### config.mk
export PLATFORM = sky130hd
export DESIGN_NAME = tx_port_mutex_arbiter
export DESIGN_NICKNAME = d
export VERILOG_FILES = /design/src/rtl/tx_port_mutex_arbiter.sv
export SDC_FILE = /design/constraint.sdc
export NUM_CORES = 1
export LEC_CHECK = 0
export BUFFER_PORTS_ARGS = -buffer_cell sky130_fd_sc_hd__buf_2
export CORE_ASPECT_RATIO = 1.2
export CORE_MARGIN = 3
export CORE_UTILIZATION = 45
export CTS_BUF_LIST = sky130_fd_sc_hd__clkbuf_16
export CTS_CLUSTER_DIAMETER = 150
export DETAILED_ROUTE_END_ITERATION = 8
export PLACE_DENSITY = 0.7
export SYNTH_ARGS = -nofsm -noshare
export SYNTH_HDL_FRONTEND = slang
export SYNTH_SLANG_ARGS = --single-unit
### constraint.sdc
create_clock -name clk -period 3.83 [get_ports clk]
set_input_delay 0.1915 -clock clk [delete_from_list [all_inputs] [get_ports clk]]
set_output_delay 0.1915 -clock clk [all_outputs]
set_load 0.01 [all_outputs]
### src/rtl/tx_port_mutex_arbiter.sv
`default_nettype none
// ============================================================================
// Module   : tx_port_mutex_arbiter
// Purpose  : All-or-nothing ownership of PHY-TX FIFOs for switching engines.
//            Round-robin order with a head-of-line port reservation, plus a
//            registered write-stream steering from each owner to its ports.
// Revision : 1.0 - initial release
// ============================================================================
module tx_port_mutex_arbiter #(
    parameter int NUM_REQ  = 4,
    parameter int NUM_PORT = 4,
    parameter int REQ_W    = $clog2(NUM_REQ)
) (
    input  logic                        clk,
    input  logic                        arst,
    input  logic [NUM_REQ*NUM_PORT-1:0] req_mask,
    output logic [NUM_REQ*NUM_PORT-1:0] grant_mask,
    input  logic [8*NUM_REQ-1:0]        req_din,
    input  logic [NUM_REQ-1:0]          req_del,
    input  logic [NUM_REQ*NUM_PORT-1:0] req_wren,
    output logic [8*NUM_PORT-1:0]       port_din,
    output logic [NUM_PORT-1:0]         port_del,
    output logic [NUM_PORT-1:0]         port_wren,
    output logic [NUM_PORT-1:0]         port_busy,
    output logic [REQ_W*NUM_PORT-1:0]   port_owner,
    output logic                        proto_err
);

    localparam logic [REQ_W-1:0] c_LAST_REQ = REQ_W'(NUM_REQ - 1);

    logic [NUM_REQ-1:0][NUM_PORT-1:0] w_req;
    logic [NUM_REQ-1:0][NUM_PORT-1:0] w_wren_req;
    logic [NUM_REQ-1:0][NUM_PORT-1:0] r_lock;
    logic [NUM_REQ-1:0][NUM_PORT-1:0] w_busy_others;
    logic [NUM_REQ-1:0]               w_pend;
    logic [NUM_REQ-1:0]               w_viol;
    logic [REQ_W-1:0]                 r_rr_ptr;
    logic [REQ_W-1:0]                 w_rr_next;
    logic [REQ_W-1:0]                 w_scan;
    logic [REQ_W-1:0]                 w_head;
    logic [REQ_W-1:0]                 w_win;
    logic                             w_head_vld;
    logic                             w_win_vld;
    logic                             w_grant;
    logic [NUM_PORT-1:0]              w_resv;
    logic                             r_init;
    logic [8*NUM_PORT-1:0]            w_port_din;
    logic [NUM_PORT-1:0]              w_port_del;
    logic [NUM_PORT-1:0]              w_port_wren;

    assign w_req      = req_mask;
    assign w_wren_req = req_wren;
    assign grant_mask = r_lock;

    // Per-requester status: pending, mask-growth violation, ports held by others
    always_comb begin
        w_pend        = '0;
        w_viol        = '0;
        w_busy_others = '0;
        for (int r = 0; r < NUM_REQ; r++) begin
            w_pend[r] = (|w_req[r]) & ~(|r_lock[r]);
            w_viol[r] = (|r_lock[r]) & (|(w_req[r] & ~r_lock[r]));
            for (int k = 0; k < NUM_REQ; k++) begin
                if (k != r) begin
                    w_busy_others[r] = w_busy_others[r] | r_lock[k];
                end
            end
        end
    end

    // Round-robin scan: head is the first pending requester, winner the first
    // one whose ports are neither held by others nor reserved by the head
    always_comb begin
        w_head_vld = 1'b0;
        w_head     = '0;
        w_win_vld  = 1'b0;
        w_win      = '0;
        w_scan     = '0;
        w_resv     = '0;
        for (int i = 0; i < NUM_REQ; i++) begin
            w_scan = REQ_W'((int'(r_rr_ptr) + i) % NUM_REQ);
            if (!w_head_vld && w_pend[w_scan]) begin
                w_head_vld = 1'b1;
                w_head     = w_scan;
            end
        end
        for (int i = 0; i < NUM_REQ; i++) begin
            w_scan = REQ_W'((int'(r_rr_ptr) + i) % NUM_REQ);
            w_resv = (w_scan != w_head) ? w_req[w_head] : '0;
            if (!w_win_vld && w_pend[w_scan] &&
                ((w_req[w_scan] & (w_busy_others[w_scan] | w_resv)) == '0)) begin
                w_win_vld = 1'b1;
                w_win     = w_scan;
            end
        end
    end

    // The cycle right after reset release never grants, so requests seen
    // while reset was asserted are only acted upon one edge later
    assign w_grant   = w_win_vld & ~r_init;
    assign w_rr_next = (w_head == c_LAST_REQ) ? '0 : w_head + 1'b1;

    // Lock state, round-robin pointer and protocol-error pulse
    always_ff @(posedge clk or posedge arst) begin
        if (arst) begin
            r_lock    <= '0;
            r_rr_ptr  <= '0;
            r_init    <= 1'b1;
            proto_err <= 1'b0;
        end else begin
            r_init    <= 1'b0;
            proto_err <= |w_viol;
            for (int r = 0; r < NUM_REQ; r++) begin
                if (w_grant && (w_win == REQ_W'(r))) begin
                    r_lock[r] <= w_req[r];
                end else begin
                    r_lock[r] <= r_lock[r] & w_req[r];
                end
            end
            // A non-head winner leaves the pointer so the head keeps its reservation
            if (w_grant && (w_win == w_head)) begin
                r_rr_ptr <= w_rr_next;
            end
        end
    end

    // Decode port ownership and select the owner's write stream for each port
    always_comb begin
        w_port_din  = '0;
        w_port_del  = '0;
        w_port_wren = '0;
        port_busy   = '0;
        port_owner  = '0;
        for (int p = 0; p < NUM_PORT; p++) begin
            for (int r = 0; r < NUM_REQ; r++) begin
                if (r_lock[r][p]) begin
                    w_port_wren[p]           = w_wren_req[r][p];
                    w_port_din[p*8 +: 8]     = req_din[r*8 +: 8];
                    w_port_del[p]            = req_del[r];
                    port_busy[p]             = 1'b1;
                    port_owner[p*REQ_W +: REQ_W] = REQ_W'(r);
                end
            end
        end
    end

    // One-cycle registered datapath toward the FIFOs
    always_ff @(posedge clk or posedge arst) begin
        if (arst) begin
            port_din  <= '0;
            port_del  <= '0;
            port_wren <= '0;
        end else begin
            port_din  <= w_port_din;
            port_del  <= w_port_del;
            port_wren <= w_port_wren;
        end
    end

endmodule
`default_nettype wire

Word level (Yosys, flattened, before mapping)
Cells that the tools add are included.
W data, S select, Z words.
{"block": "totals", "reg_bits": 60, "out_inout_bits": 69}
{"block": "op_classes", "n_addsub": 4, "order_cmp": 5, "eq_ne": 9, "muxes": 126, "n_bitwise": 41, "reduce_logical": 39}
{"op": "$mux W8", "n": 16}
{"op": "$bmux W4 S2", "n": 9}
{"op": "$mux W4", "n": 17}
{"op": "$mux W1", "n": 63}
{"op": "$reduce_or A4 Y1", "n": 13}
{"op": "$and A4 B4 Y4", "n": 12}
{"op": "$or A4 B4 Y4", "n": 11}
{"op": "$mux W2", "n": 17}
{"op": "$logic_not A4 Y1", "n": 4}
{"op": "$not A4 Y4", "n": 4}
{"op": "$logic_and A1 B1 Y1", "n": 15}
{"op": "$lt A2 B3 Y1 const B", "n": 5}
{"op": "$and A1 B1 Y1", "n": 9}
{"op": "$bmux W1 S2", "n": 4}
{"op": "$ne A2 B2 Y1", "n": 4}
{"op": "$eq A2 B2 Y1 const B", "n": 3}
{"op": "$logic_not A1 Y1", "n": 6}
{"op": "$not A1 Y1", "n": 5}
{"op": "$add A2 B1 Y2 const B", "n": 2}
{"op": "$add A2 B2 Y2 const B", "n": 2}
{"op": "$eq A2 B1 Y1 const B", "n": 1}
{"op": "$eq A2 B2 Y1", "n": 1}
{"op": "$logic_not A2 Y1", "n": 1}

Depth between registers and ports, before layout
{"block": "depth", "word_depth": 38, "ltp_mapped": 16}

Worst setup path before layout
OpenSTA, ideal clock, no wires.
{"block": "synth_timing", "path_kind": "register -> register", "startpoint": "register r_lock (netlist bit grant_mask[1])", "endpoint": "register r_lock (netlist bit grant_mask[13])", "arrival_ps": 3451, "slack_ps": 314, "stages_incl_launch_ff": 14, "n_path_buf": 1, "period_less_slack_ps": 3516, "path_cell_list": "dfrtp_1 > buf_2 > or4_4 > o32ai_4 > a21boi_4 > nor2_4 > mux2_4 > a22o_1 > a211oi_2 > nand3b_1 > or3_4 > nand3_4 > nor3b_4 > o21a_1"}
{"block": "synth_via", "elab_chain_len": 38, "elab_cells_between_ends": 81}
{"element": "start: declaration", "line_no": "33", "source": "logic [NUM_REQ-1:0][NUM_PORT-1:0] r_lock;"}
{"element": "start signal: indexed assignment", "line_no": "115", "source": "r_lock[r] <= w_req[r];"}
{"element": "start signal: indexed assignment", "line_no": "117", "source": "r_lock[r] <= r_lock[r] & w_req[r];"}
{"element": "$reduce_or A4 Y1", "line_no": "61", "source": "w_pend[r] = (|w_req[r]) & ~(|r_lock[r]);"}
{"element": "$not A1 Y1", "line_no": "61"}
{"element": "$and A1 B1 Y1", "line_no": "61"}
{"element": "$bmux W1 S2", "line_no": "82, 90"}
{"element": "$mux W1 (implied by the code)", "line_no": "82, 90"}
{"element": "$mux W1", "line_no": "82", "source": "if (!w_head_vld && w_pend[w_scan]) begin"}
{"element": "$logic_not A1 Y1", "line_no": "82"}
{"element": "$logic_and A1 B1 Y1", "line_no": "82"}
{"element": "(+20 left out)"}
{"element": "$logic_and A1 B1 Y1 (2 in a row)", "line_no": "90", "source": "if (!w_win_vld && w_pend[w_scan] &&"}
{"element": "$mux W1", "line_no": "90"}
{"element": "$logic_not A1 Y1", "line_no": "90"}
{"element": "$logic_and A1 B1 Y1 (2 in a row)", "line_no": "90"}
{"element": "$mux W2 / $mux W1 (equally long branches)", "line_no": "90"}
{"element": "$eq A2 B2 Y1 / $and A1 B1 Y1 (equally long branches)", "line_no": "114, 100"}
{"element": "$logic_and A1 B1 Y1 (*)", "line_no": "114", "source": "if (w_grant && (w_win == REQ_W'(r))) begin"}
{"element": "$mux W4 (*)", "line_no": "114"}
Every way passes the cells marked *; elsewhere a longest branch is shown, timed or not. The select of a mux whose other input is x is not followed.
A chain may end at the register's enable or synchronous reset.

Final worst setup path
{"block": "layout_timing", "startpoint": "register r_lock (netlist bit grant_mask[2])", "endpoint": "register r_lock (netlist bit grant_mask[15])"}
Same word-level chain as after synthesis.

==> impl_metrics.py <==
metrics = {
    "timing": {
        "final.setup_skew_ns": 0.01045,
        "timing.fmax_ghz": 0.2737,
        "worst_slew_margin_rel": 0.3467,
        "fin_ws_ns": 0.1770,
        "drv_slew": 0,
        "finalHoldViolations": 0,
        "setup_violations": 0,
        "min_period_ns": 3.653,
        "tightestPinTransition_ns": 0.9764,
        "fin_crit_sh": 0.9538,
    },
    "setup_path": {
        "cp.arrival_ns": 3.92,
        "endpoint_kind": "flop",
        "setup.worst_path.start_class": "flop",
        "r2r-start": "grant_mask[2]$_DFF_PP0_",
        "cp.required_ns": 4.10,
        "ff2ff_setup_slack_ns": 0.18,
        "worstRegToRegCells": 13,
        "r2r_end": "grant_mask[15]$_DFF_PP0_",
        "crit_fanout": 8,
        "worstSetupPathType": "reg2reg",
    },
    "finish": {
        "diodes": 0,
        "drive_above_1_share": 0.3329,
        "fin_area_um2": 6818,
        "utilization": 0.5867,
        "layout.nets": 861,
        "area_growth_pct": 26.25,
    },
    "synthesis": {
        "synth_common_cells": "o21ai_0 (65), dfrtp_1 (59), nor2_1 (57), nand2_1 (54), a21oi_1 (44)",
        "synth_edf_count": 0,
        "synth_most_common_cell": "o21ai_0",
        "synth_area_leaders": "dfrtp_1 (27%), o21ai_0 (6.0%), a221o_1 (4.4%), a21oi_1 (4.1%), nor2_1 (4.0%)",
        "synthFlopType": "dfrtp_1",
        "ys_warn_count": 0,
        "synthesis.nets": 726,
        "synth-seq-area-share": 0.2783,
        "async_flop_share": 1.000,
        "syn-mean-instance-area_um2": 8.232,
        "ys_types": 86,
        "yosys.area.top_type_share": 0.2734,
        "synthCells": 656,
        "synth_top_area_cell": "dfrtp_1",
        "ys_ff_latch": 60,
        "syn-cell-area_um2": 5400,
    },
    "route": {
        "drt-total-wl_um": 20900,
        "detail-route-antenna-nets": 0,
        "drtIter0Drc": 725,
        "routed-wl-met2_um": 9940,
        "routedWlPerCell_um": 21.93,
        "wl_met1_um": 8045,
        "num_vias": 6249,
        "first_pass_iters": 5,
        "vias_per_cell": 6.557,
        "topRoutingLayerUsed": "met4",
        "wl_met3_um": 2019,
        "drc_errors": 0,
    },
    "run_status": {
        "status": "completed",
    },
    "global_route": {
        "grt_pass1_wl_um": 32350,
        "grt_pass1_vias": 6052,
        "track_usage": 0.3072,
        "antenna_found_initial": 0,
        "grt_overflow": 0,
        "grt_start_max_net_pins": 63,
    },
    "die": {
        "ios": 139,
        "rows": 43,
        "die-area_um2": 13360,
        "die_h_um": 126,
        "core_um2": 11620,
        "start_util": 0.4647,
        "die_w_um": 106,
    },
    "place": {
        "dpl-instance-area_um2": 6394,
        "post-place-ws_ns": 0.1232,
        "gp_congestion": 1.048,
        "dp_hpwl_um": 15250,
        "place.port_buffers": 138,
    },
    "power_and_ir_drop": {
        "power.density_nw_per_um2": 1063,
        "irDropWorstVdd_mv": 0.5874,
        "leakage_nw": 3.245,
    },
    "worst_hold_path": {
        "hp-class": "in2reg",
        "whs_path_depth": 3,
        "min_from": "req_wren[14]",
        "hold_end": "port_wren[2]$_DFF_PP0_",
    },
    "clocking": {
        "cts_root_buffer": "clkbuf_16",
        "cts_tree": "done",
        "cts_buffers": 9,
        "clkLatencyLatePin_ns": 0.34,
        "path_clk_slew_ns": 0.06,
        "clock_path_buffers": 2,
        "cts.sinks": 60,
        "htreeDepth": 3,
    },
    "run": {
        "maxCapViolCount": 0,
    },
}
==> report_power, final <==
part | internal [mW] | total (mW) | leakage (nW) | switching (mW)
clock network | 0.573 | 0.882 | 0.158 | 0.309
registers | 0.819 | 0.887 | 0.803 | 0.0684
logic | 2.18 | 5.48 | 2.28 | 3.30
==> sequential cells by signal (all words and copies together) (netlist names) <==
name / flops
r_init: 1
grant_mask: 16
port_del: 4
r_rr_ptr: 2
proto_err: 1
port_wren: 4
port_din: 32
==> metrics by stage <==
step	total power [mW]	std cells	setup TNS (ns)	hold slack (ns)
finish	7.247	953	0	0.07013
CTS	6.967	951	0	0.05712
detailed placement	6.058	934	0	0.2781
global placement	5.984	934	0	0.2611
floorplan	4.531	656	0	0.3083
global route	7.704	953	-0.08477	0.09340
==> layout make-up <==
class	count	area [um^2]
inverter	24	90.09
clock buffer	9	225.2
multi-input combinational	507	3613
tap	157	196.4
clock inverter	7	98.84
sequential	60	1505
timing repair buffer	189	1089
fill	1090	4803
==> logic make-up (layout without fill, tap and decap cells) <==
group,after synthesis,after routing,share of synthesized area
compound gates,268,268,0.3677
buf+inv,89,229,0.06650
flops,60,60,0.2783
mux,33,33,0.08434
other cells,1,1,0.0006944
simple gates,205,205,0.2025
==> metal layers <==
layer  track usage  vias up
met5             0        -
met4        0.1486        0
met3       0.05638       74
met2        0.5023      417
met1        0.3914     2956
li1              -     2802
==> worst max-delay path by stage <==
stage                        startpoint                  endpoint  slack (ns)  depth (start not counted)
3_5_place_dp    grant_mask[2]$_DFF_PP0_  grant_mask[15]$_DFF_PP0_        0.12                         13
4_1_cts         grant_mask[2]$_DFF_PP0_  grant_mask[15]$_DFF_PP0_        0.10                         13
6_report        grant_mask[2]$_DFF_PP0_  grant_mask[15]$_DFF_PP0_        0.18                         13
2_1_floorplan   grant_mask[1]$_DFF_PP0_  grant_mask[13]$_DFF_PP0_        0.31                         13
3_3_place_gp    grant_mask[2]$_DFF_PP0_   r_rr_ptr[1]$_DFFE_PP0P_        0.16                         13
5_1_grt        grant_mask[12]$_DFF_PP0_   grant_mask[2]$_DFF_PP0_       -0.02                         15
==> timing repair <==
action | 4_1_cts | 5_1_grt
endpoints found under the hold margin | 25 | 0
resized for setup | 0 | 14
setup endpoints to repair | 0 | 14
setup buffers | 0 | 2
hold buffers | 1 | 0
==> layout by cell type, fill, tap and decap left out, types with 4 or more instances in the layout <==
| cell | n |
|---|---|
| nand2b_1 | 4 |
| o21ai_0 | 65 |
| a21oi_1 | 44 |
| a22oi_1 | 28 |
| a211oi_2 | 4 |
| nor3_1 | 7 |
| a31oi_1 | 10 |
| o211ai_1 | 4 |
| a32oi_1 | 8 |
| nor4_1 | 6 |
| or3_1 | 4 |
| nand2_1 | 54 |
| mux2i_1 | 20 |
| nor4_2 | 4 |
| a221o_1 | 24 |
| nor2b_1 | 5 |
| and2_1 | 5 |
| clkbuf_16 | 9 |
| dfrtp_1 | 57 |
| or4_4 | 4 |
| mux4_2 | 9 |
| inv_1 | 22 |
| buf_4 | 49 |
| buf_2 | 138 |
| o21a_1 | 16 |
| nor2_1 | 56 |
| or4_1 | 4 |
| o221ai_1 | 8 |
| and3_1 | 22 |
| nand3_1 | 8 |
==> critical path: stages (launching register included) <==
cell	delay, ns
dfrtp_1	0.37
or4_4	0.59
o32ai_4	0.25
a21boi_4	0.27
buf_4	0.17
o21ai_0	0.10
a32oi_2	0.30
a211oi_2	0.13
a31oi_4	0.31
nor2_1	0.11
or3_4	0.36
nand3_4	0.14
nor3b_4	0.32
o21a_1	0.16
Power figures use the tool's default switching activity.
